$ cat config.mk
export PLATFORM = sky130hd
export DESIGN_NAME = pipeline_reg_elastic
export DESIGN_NICKNAME = d
export VERILOG_FILES = /design/src/rtl/pipeline_reg_elastic.sv
export SDC_FILE = /design/constraint.sdc
export NUM_CORES = 1
export LEC_CHECK = 0
export BUFFER_PORTS_ARGS = -buffer_cell sky130_fd_sc_hd__buf_2
export CAP_MARGIN = 0
export CORE_MARGIN = 5
export CORE_UTILIZATION = 35
export CTS_CLUSTER_SIZE = 14
export DETAILED_ROUTE_END_ITERATION = 10
export PLACE_DENSITY = 0.68
export SKIP_LAST_GASP = 1
export SYNTH_ARGS = -nofsm -noshare
export SYNTH_HDL_FRONTEND = slang
export SYNTH_SLANG_ARGS = --single-unit
$ cat constraint.sdc
create_clock -name i_clk -period 3.6 [get_ports i_clk]
set_input_delay 0.36 -clock i_clk [delete_from_list [all_inputs] [get_ports i_clk]]
set_output_delay 0.36 -clock i_clk [all_outputs]
set_load 0.03 [all_outputs]
$ cat src/rtl/pipeline_reg_elastic.sv
// Elastic pipeline register: one-entry (SKID_EN=0) or two-entry skid buffer (SKID_EN=1), 1-cycle latency.
// Backpressure: SKID_EN=1 decodes o_ready from state only; SKID_EN=0 passes i_ready through; i_stall freezes everything.
module pipeline_reg_elastic #(
    parameter int DATA_WIDTH = 64,
    parameter bit SKID_EN    = 1'b1
) (
    input  logic                  i_clk,
    input  logic                  i_arst,
    input  logic                  i_stall,
    input  logic                  i_flush,
    input  logic                  i_valid,
    input  logic [DATA_WIDTH-1:0] i_data,
    output logic                  o_ready,
    output logic                  o_valid,
    output logic [DATA_WIDTH-1:0] o_data,
    input  logic                  i_ready,
    output logic [1:0]            o_count
);

    typedef enum logic [1:0] {
        EMPTY = 2'd0,
        BUSY  = 2'd1,
        FULL  = 2'd2
    } state_t;

    state_t                state;
    logic [DATA_WIDTH-1:0] main_q;
    logic [DATA_WIDTH-1:0] skid_q;
    logic                  accept;
    logic                  drain;

    assign o_valid = (state != EMPTY);
    assign o_data  = main_q;
    assign o_count = state;

    // With the skid entry present, ready must not depend on i_ready so the
    // upstream path is cut; without it, ready has to look ahead at the drain.
    generate
        if (SKID_EN) begin : g_skid_ready
            assign o_ready = ~i_stall & (state != FULL);
        end else begin : g_pass_ready
            assign o_ready = ~i_stall & (~o_valid | i_ready);
        end
    endgenerate

    assign accept = i_valid & o_ready;
    assign drain  = o_valid & i_ready & ~i_stall;

    always_ff @(posedge i_clk) begin
        if (i_arst) begin
            state  <= EMPTY;
            main_q <= '0;
            skid_q <= '0;
        end else if (i_flush) begin
            state <= EMPTY;
        end else if (!i_stall) begin
            case (state)
                EMPTY: begin
                    if (accept) begin
                        state  <= BUSY;
                        main_q <= i_data;
                    end
                end
                BUSY: begin
                    if (accept && drain) begin
                        main_q <= i_data;
                    end else if (accept && SKID_EN) begin
                        state  <= FULL;
                        skid_q <= i_data;
                    end else if (drain) begin
                        state <= EMPTY;
                    end
                end
                FULL: begin
                    if (drain) begin
                        state  <= BUSY;
                        main_q <= skid_q;
                    end
                end
                default: state <= EMPTY;
            endcase
        end
    end

endmodule

==> run_results.csv, run 1 <==
group,metric,value,unit
run_status,status,"finished, final reports clean",
placement,portBuffers,137,
clock_network,cts_root_buf,"clkbuf_16",
flow_run,maxCapViolations,0,
synthesis,synthTopCellsByArea,"dfxtp_1 (47%), mux2i_1 (12%), a21oi_1 (9.1%)",
setup_path,ff2ff_setup_slack,1.54,ns
sta,timing.fmax,441,MHz
synthesis,yosys.area.top_type_share,47.4,%
sta,setup_violations,0,
placement,place_area,6260,um2
synthesis,ys_warn_count,0,
setup_path,crit_path_top_delay_cell,"nand2b_4",
floorplan,core_area,15300,um2
global_route,grt_pass1_wl,22900,um
routing,postRouteAntennaNets,0,
clock_network,post_cts_buffers,0,
synthesis,synth_cells,593,
setup_path,critPathArrivalTime,1.91,ns
routing,initialDrtViolationCount,260,
pwr,p_leak,3.00,nW
sta,hold_viol,0,
sta,tns,0,ns
setup_path,endpoint_kind,"output port",
sta,relSlewSlack,44.2,%
layout,area_delta_synth_final,24.6,%
setup_path,criticalPathCategory,"flip-flop to output port",
clock_network,cts_tree,"yes",
placement,dp.final_hpwl,8760,um
setup_path,cp.required,3.24,ns
sta,period_share,63.0,%
clock_network,clk_latency,0.41,ns
sta,tightest_slew,0.837,ns
layout,drive_gt1_share,33.7,%
clock_network,cts_resized,0,
sta,finalClockSkew,0.0111,ns
layout,final_area,6850,um2
clock_network,cts_buffers,17,
synthesis,synth_largest_area_cell,"dfxtp_1",
placement,dp_slack,1.53,ns
clock_network,cts.sink_count,130,
routing,first_pass_iters,4,
floorplan,dieArea,18300,um2
floorplan,num_rows,45,
setup_path,cp_cell_sequence,"nand2b_4 > nor2b_1 > buf_2",
routing,drc,0,
sta,finalMaxSlewViolations,0,
routing,vias_per_cell,5.01,
routing,vias,4628,
synthesis,synth_cell_type_count,27,
setup_path,crit_family,"simple AND/OR/NAND/NOR gates",
synthesis,synth-seq-area-share,47.4,%
pwr,power_density,520,nW/um2
floorplan,pin_count,138,
sta,rsz0062_at_grt,"no",
setup_path,crit_path_start_kind,"flip-flop",
min_path,hold_class,"input port to flip-flop",
global_route,grt_pass1_vias,4415,
routing,avgRoutedWirePerCell,15.4,um
synthesis,synth_nets,663,
global_route,gr-total-overflow,0,
pwr,peakVddDrop,301,uV
setup_path,crit_path_max_incr_delay,0.61,ns
sta,layout_setup_ws,1.33,ns
placement,place_congestion,0.722,
floorplan,die_x,135,um
sta,layout_min_cycle_time,2.27,ns
setup_path,cp.buffers_inverters,1,
layout,num-nets-final,772,
global_route,antenna_found_initial,1,
synthesis,ys_seq_elements,130,
clock_network,htreeDepth,4,
global_route,grt_start_max_net_pins,69,
clock_network,hold_buffers,0,
clock_network,clockBufferDepth,2,
layout,fill_cells,1489,
sta,fin_hold_ws,0.195,ns
global_route,track_usage,15.6,%
synthesis,netlist_area,5500,um2
synthesis,avgSynthCellArea,9.27,um2
pwr,power,3.56,mW
setup_path,critical_path.max_fanout,32,
routing,routed_wl,14300,um
clock_network,clk_pin_slew_worst_paths,0.06,ns
floorplan,die_h,135,um
floorplan,start_util,35.9,%
==> worst min-delay path: stages <==
cell and delay, ns:
buf_2 0.11, nand2_2 0.05, a21oi_2 0.04
==> cells in the mapped netlist (all sizes together) <==
library cell  count
a2111oi           1
a211oi           64
a21oi           130
and2              1
buf              35
clkbuf           21
dfxtp           130
mux2i            64
nand2           129
nand2b            3
nand3b            1
nor2              4
nor2b             2
nor3              2
nor4              1
o21ai             1
o21bai            1
or2               1
or4               1
xor2              1
==> worst paths after layout <==
kind / cells after the start / endpoint / from
max reg2reg: 5 / skid_q[25] / o_count[1]
min: 3 / skid_q[41] / i_data[41]
min reg2reg: 2 / skid_q[51] / skid_q[51]
max: 3 / o_ready / o_count[0]
==> cell type report <==
type	instances	area (um2)	share of cell area, %
antenna	1	2.50	0.0365
clock buffer	23	478	6.98
clock inverter	6	105	1.53
multi-input combinational	407	2620	38.2
sequential	130	2600	38.0
tap	211	264	3.86
timing repair buffer	146	781	11.4
==> flip-flops by register name, summed over array words and instances (netlist names) <==
| signal | cells |
|---|---|
| skid_q | 64 |
| o_count | 2 |
| o_data | 64 |
==> per-stage QoR <==
stage | cells | utilization [%]
detailed placement | 894 | 40.9
global placement | 894 | 40.9
finish | 924 | 44.7
floorplan | 593 | -
global route | 924 | 44.7
CTS | 923 | 44.7
==> report_power, final <==
part	internal [mW]	total [mW]	switching [mW]
logic	0.110	0.338	0.228
registers	1.48	1.50	0.0203
clock network	1.13	1.72	0.595
total	2.72	3.56	0.843
==> placed cells by master (no fill, tap or decap) <==
cell type,count
buf_2,136
dfxtp_1,130
nand2_2,30
clkbuf_1,3
nand2b_1,1
buf_4,8
clkinv_2,3
or4_2,1
nor2_4,1
a21oi_2,30
nor4_4,1
a2111oi_0,1
nand2b_4,2
clkbuf_16,17
bufinv_16,3
o21ai_4,1
nor3_1,2
nor2b_1,2
buf_12,2
nand2_1,99
diode_2,1
nand3b_1,1
xor2_1,1
o21bai_1,1
mux2i_1,64
clkbuf_8,3
nor2_1,3
a21oi_1,100
or2_2,1
and2_2,1
a211oi_1,64
==> routing by layer <==
| metal | vias up | global-route usage (%) | wire [um] | part of all wire, % |
|---|---|---|---|---|
| met5 | - | 0 | 0 | 0 |
| met4 | 0 | 6.38 | 258 | 1.8 |
| met3 | 18 | 4.23 | 669 | 4.7 |
| met2 | 105 | 26.0 | 6980 | 49 |
| met1 | 2194 | 19.1 | 6340 | 44 |
| li1 | 2311 | - | - | - |
==> kinds of logic (layout without fill, tap and decap cells) <==
family                 Yosys count  after routing  share of synthesized area (%)
XOR/XNOR                         1              1                          0.159
AND/OR/NAND/NOR                145            145                           12.2
buffers and inverters           56            175                           5.58
other                            0              1                              0
flip-flops                     130            130                           47.4
AO/OA/AOI/OAI                  197            197                           23.0
multiplexers                    64             64                           11.7
Power figures use the tool's default switching activity.
==> run 2: changes to the inputs <==
--- a/config.mk
+++ b/config.mk
@@ -5,6 +5,7 @@
 export SDC_FILE = /design/constraint.sdc
 export NUM_CORES = 1
 export LEC_CHECK = 0
+export ABC_AREA = 1
 export BUFFER_PORTS_ARGS = -buffer_cell sky130_fd_sc_hd__buf_2
 export CAP_MARGIN = 0
 export CORE_MARGIN = 5
==> constraint.sdc (replaced) <==
create_clock -name i_clk -period 2.1 [get_ports i_clk]
set_input_delay 0.21 -clock i_clk [delete_from_list [all_inputs] [get_ports i_clk]]
set_output_delay 0.21 -clock i_clk [all_outputs]
set_load 0.03 [all_outputs]
==> run 2 against run 1 <==
Net effect:
- die area is 8.8% higher
- count of clock-buffer cells in the layout decreased by 3
- routed wire length up 11%
- cell area up 7.8%
- cell count grew 39%
- critical path depth increased by 7
- synthesized cell count increased by 58%
- total power is 80% higher
- sequential share of layout area fell by 2.8 points
- worst hold slack worse by 0.14 ns
- first-iteration DRC count rose by 42%
- highest routed layer is now met5
==> run_results.csv, run 2 <==
group,metric,value,unit
run_status,status,"finished, final reports clean",
synthesis,synth-main-ff-cell,"dfxtp_1",
min_path,hold_class,"input port to flip-flop",
clock_network,cts_resized,0,
setup_path,crit_path_max_incr_delay,0.46,ns
synthesis,yosys.area.top_type_share,43.3,%
setup_path,r2r-start,"o_count[0]",
sta,rsz0062_at_grt,"no",
sta,tightest_slew,0.528,ns
placement,portBuffers,137,
clock_network,hold_buffers,0,
synthesis,synth-edff-count,0,
synthesis,ys_seq_elements,130,
global_route,grt_pass1_vias,5251,
global_route,grt_pass1_wl,26300,um
pwr,peakVddDrop,547,uV
layout,fill_cells,1858,
global_route,antenna_found_initial,1,
synthesis,synthTopCellsByCount,"nand2_1 (263), nor2_1 (262), dfxtp_1 (130)",
synthesis,async_flop_share,0,%
setup_path,crit_path_start_kind,"flip-flop",
sta,setup_violations,0,
routing,avgRoutedWirePerCell,12.4,um
layout,final_util,43.3,%
floorplan,pin_count,138,
layout,final_common_cell,"nor2_1",
clock_network,clk_pin_slew_worst_paths,0.06,ns
routing,drc,0,
clock_network,cts.sink_count,130,
synthesis,synth_cell_type_count,21,
setup_path,criticalPathCategory,"flip-flop to flip-flop",
clock_network,post_cts_buffers,0,
pwr,power_density,867,nW/um2
synthesis,synth.most_common_cell,"nand2_1",
synthesis,netlist_area,6020,um2
floorplan,die_x,141,um
routing,postRouteAntennaNets,0,
clock_network,htreeDepth,4,
placement,dp_slack,0.334,ns
sta,relSlewSlack,64.8,%
synthesis,synth_largest_area_cell,"dfxtp_1",
placement,place_congestion,0.839,
sta,tns,0,ns
sta,fin_hold_ws,0.0548,ns
synthesis,synthTopCellsByArea,"dfxtp_1 (43%), nand2_1 (16%), nor2_1 (16%)",
sta,finalMaxSlewViolations,0,
min_path,hold_start,"i_data[21]",
synthesis,synth_nets,1006,
setup_path,crit_path_top_delay_cell,"dfxtp_1",
layout,final_cell_mix,"nor2_1 (262), nand2_1 (261), buf_2 (137)",
clock_network,cts_tree,"yes",
sta,finalClockSkew,0.00898,ns
layout,drive_gt1_share,18.8,%
flow_run,maxCapViolations,0,
global_route,gr-total-overflow,0,
global_route,grt_start_max_net_pins,129,
routing,initialDrtViolationCount,369,
layout,ff_latch_area,2600,um2
synthesis,synth-seq-area-share,43.3,%
pwr,p_leak,3.71,nW
clock_network,cts_root_buf,"clkbuf_16",
layout,num-nets-final,1116,
setup_path,startpoint,"o_count[0]",
sta,layout_min_cycle_time,1.77,ns
setup_path,critical_path.max_fanout,38,
sta,timing.fmax,567,MHz
setup_path,cp_cell_sequence,"inv_2 > nand2_2 > inv_2 > nand2_1 > nand2_2 > nor2_4 > buf_4 > nand3_1 > nand2_1 > nor2_1",
routing,first_pass_iters,7,
floorplan,num_rows,48,
synthesis,ys_warn_count,0,
routing,vias,5811,
layout,multi_input_area,2750,um2
setup_path,endpoint_kind,"flip-flop",
layout,antenna_cells,0,
sta,hold_viol,0,
clock_network,clockBufferDepth,2,
global_route,track_usage,16.3,%
synthesis,avgSynthCellArea,6.43,um2
setup_path,critPathArrivalTime,2.08,ns
synthesis,synth_cells,936,
sta,layout_setup_ws,0.335,ns
routing,routed_wl,15900,um
setup_path,cp.required,2.41,ns
floorplan,core_area,17100,um2
setup_path,ff2ff_setup_slack,0.33,ns
sta,period_share,84.1,%
clock_network,cts_buffers,17,
floorplan,dieArea,19900,um2
layout,area_delta_synth_final,22.7,%
routing,vias_per_cell,4.53,
placement,dp.final_hpwl,9850,um
clock_network,clk_latency,0.42,ns
floorplan,die_h,141,um
floorplan,start_util,35.3,%
-- run 2: cell types whose count changed after synthesis, moves of 64 or more --
cell      change
nand2_1     +164
a211oi_1     -64
nand3_1      +70
o21ai_0      +64
a21oi_1      -98
mux2i_1      -64
nor2_1      +258
inv_1        +70
-- run 2: layout make-up --
class                   count  share of cell area [%]
well taps                 225                    3.81
multi-input cells         670                    37.2
inverters                  76                    3.88
clock buffers              20                    6.32
repair buffers            151                    11.7
clock inverters            12                    1.80
flip-flops and latches    130                    35.2
-- run 2: kinds of logic after synthesis --
family / after synthesis / share of synthesized area [%]
DFF: 130 / 43.3
and+or+nand+nor: 601 / 39.6
buffers and inverters: 136 / 11.3
AOI/OAI and AO/OA: 69 / 5.84
-- run 2: worst paths after layout --
kind	end	cells after the start
worst max-delay path	o_data[54]	10
worst min register to register	o_data[62]	2
worst max register to register	o_data[54]	10
worst min-delay path	skid_q[21]	3
-- run 2: routing by layer --
layer  wire [um]  vias up  GRT usage (%)
met2        7590      158           27.4
met5           8        -              0
met1        7030     2577           20.2
met4         208        2           5.20
met3        1040       15           4.51
li1            -     3059              -
-- run 2: metrics by stage --
stage	cell area (um2)	std cells	total power, mW
after floorplan	6020	936	3.25
final	7380	1284	6.40
after detailed placement	6790	1252	3.51
after global routing	7380	1284	6.72
after CTS	7380	1284	6.49
after global placement	6790	1252	3.50
-- run 2: power by group --
part | switching (mW) | internal (mW) | total (mW)
Combinational | 0.557 | 0.279 | 0.836
Clock | 1.12 | 1.84 | 2.96
Sequential | 0.0475 | 2.56 | 2.61
-- run 2: critical path, delay by kind of cell, from the launching register on --
kind,cells,cell delay (ns)
AND/OR/NAND/NOR,7,0.66
buffers and inverters,3,0.52
flip-flops,1,0.46
==> run 3: changes to the inputs <==
==> constraint.sdc (replaced) <==
create_clock -name i_clk -period 1.8 [get_ports i_clk]
set_input_delay 0.18 -clock i_clk [delete_from_list [all_inputs] [get_ports i_clk]]
set_output_delay 0.18 -clock i_clk [all_outputs]
set_load 0.03 [all_outputs]
==> run 3 against run 2 <==
Net effect:
- die area is the same
- critical path depth shrank 2
- largest power group unchanged
- combinational power grew 18%
- worst hold slack lost 0.017 ns
- highest routed layer unchanged
- setup slack lost 0.15 ns
- clock skew shrank 0.0021 ns
- critical endpoint is now o_data[62]
- sequential share of layout area is essentially flat
==> run_results.csv, run 3 (synthesized netlist as in run 2, its figures left out) <==
group,metric,value,unit
sta,setup_violations,0,
pwr,power.internal,5.28,mW
global_route,grt_pass1_vias,5282,
layout,num-nets-final,1120,
layout,drive_gt1_share,18.9,%
layout,fin_cells,1285,
clock_network,cts.sink_count,130,
clock_network,htreeDepth,4,
global_route,grt_pass1_wl,26500,um
routing,first_pass_iters,4,
global_route,antenna_found_initial,2,
sta,finalMaxSlewViolations,0,
sta,tightest_slew,0.401,ns
global_route,gr-total-overflow,0,
sta,layout_setup_ws,0.181,ns
placement,numPlacedInstances,1256,
placement,place_area,6850,um2
min_path,hold_end,"skid_q[19]",
setup_path,r2r-start,"o_count[1]",
routing,vias,5743,
min_path,hold-path-cell-count,3,
pwr,power_density,969,nW/um2
global_route,track_usage,16.3,%
global_route,grt_use_met3,4.31,%
clock_network,cts_tree,"yes",
min_path,hold_class,"input port to flip-flop",
global_route,grt_use_met1,20.7,%
layout,final_area,7400,um2
routing,routed_wl,15800,um
floorplan,pin_count,138,
layout,fill_cells,1855,
floorplan,die_x,141,um
global_route,grt_start_max_net_pins,72,
sta,layout_min_cycle_time,1.62,ns
pwr,peakVddDrop,641,uV
placement,place_congestion,0.831,
pwr,pwr-share-comb,13.8,%
setup_path,cp.required,2.14,ns
global_route,use_met2,26.9,%
sta,finalClockSkew,0.00691,ns
sta,fin_hold_ws,0.0379,ns
sta,relSlewSlack,73.3,%
pwr,seqPwrFrac,42.5,%
clock_network,clk_pin_slew_worst_paths,0.05,ns
setup_path,crit_path_start_kind,"flip-flop",
layout,final_common_cell,"nor2_1",
sta,tns,0,ns
floorplan,die_h,141,um
placement,dp.final_hpwl,10500,um
layout,final_cell_mix,"nor2_1 (262), nand2_1 (261), buf_2 (137)",
routing,avgRoutedWirePerCell,12.3,um
clock_network,clk_latency,0.41,ns
setup_path,ff2ff_setup_slack,0.18,ns
pwr,p_leak,3.73,nW
clock_network,clockBufferDepth,2,
layout,antenna_cells,0,
sta,period_share,89.9,%
clock_network,cts_root_buf,"clkbuf_16",
placement,dp_slack,0.135,ns
setup_path,endpoint_kind,"flip-flop",
layout,final_util,43.4,%
sta,rsz0062_at_grt,"no",
global_route,top_usage_layer,"met2",
pwr,p_clk_share,43.7,%
setup_path,critical_path.max_fanout,43,
setup_path,criticalPathCategory,"flip-flop to flip-flop",
setup_path,critPathArrivalTime,1.96,ns
routing,drc,0,
pwr,power_switching,1.89,mW
floorplan,core_area,17100,um2
floorplan,num_rows,48,
placement,portBuffers,137,
sta,timing.fmax,618,MHz
setup_path,r2r-end,"o_data[62]",
flow_run,maxCapViolations,0,
min_path,hold_start,"i_data[19]",
floorplan,start_util,35.3,%
run_status,status,"finished, final reports clean",
layout,area_delta_synth_final,22.9,%
pwr,swShare,26.4,%
routing,initialDrtViolationCount,339,
setup_path,r2r_cells,8,
routing,postRouteAntennaNets,0,
sta,hold_viol,0,
floorplan,dieArea,19900,um2
routing,vias_per_cell,4.47,
pwr,power,7.17,mW
clock_network,cts_buffers,17,
-- run 3: cell types whose count changed in the layout (fill, tap and decap cells not counted), sizes merged --
cell / before / now
clkinvlp: 6 / 1
buf: 151 / 155
clkbuf: 20 / 24
bufinv: 2 / 0
-- run 3: worst max-delay path by stage --
stage	from	slack (ns)	depth (start not counted)	end
after detailed placement	o_count[0]	0.14	7	o_data[62]
after CTS	o_count[0]	0.12	7	o_data[62]
after global placement	o_count[0]	0.15	6	o_data[61]
final	o_count[1]	0.18	8	o_data[62]
after global routing	o_count[1]	0.03	9	o_data[3]
after floorplan	o_count[0]	0.03	10	o_data[18]
-- run 3: area by class of cell --
| cell class | instances | area, um2 | area share [%] |
|---|---|---|---|
| clock buffer | 24 | 512 | 6.92 |
| clock inverter | 5 | 27.5 | 0.372 |
| inverter | 76 | 287 | 3.87 |
| multi-input combinational | 670 | 2750 | 37.2 |
| sequential | 130 | 2600 | 35.2 |
| tap | 225 | 282 | 3.81 |
| timing repair buffer | 155 | 937 | 12.7 |
-- run 3: worst max-delay path, stage by stage (launching register included) --
cell and delay [ns]:
dfxtp_1 0.38, inv_2 0.09, nand4_1 0.20, o21ai_4 0.26
inv_2 0.09, nor2_8 0.11, buf_12 0.23, nor2_1 0.06
nor2_1 0.10
-- run 3: metal layers --
metal  up-vias  wire length, um
met3        19              848
met5         -               27
met2       134             7320
met1      2524             7390
met4         4              220
li1       3062                -
-- run 3: repair_timing --
| item | in CTS | in global routing |
|---|---|---|
| gates resized for setup | 0 | 2 |
| hold buffers | 0 | 0 |
| endpoints found under the setup margin | 0 | 30 |
| buffers inserted | 0 | 0 |
-- run 3: power by group through the flow --
stage	Sequential, mW	Clock [mW]	Combinational [mW]
5_1_grt	3.06	3.36	1.11
6_report	3.05	3.13	0.989
4_1_cts	3.05	3.22	1.00
3_3_place_gp	3.11	0	0.993
2_1_floorplan	3.29	0	0.504
3_5_place_dp	3.11	0	0.999
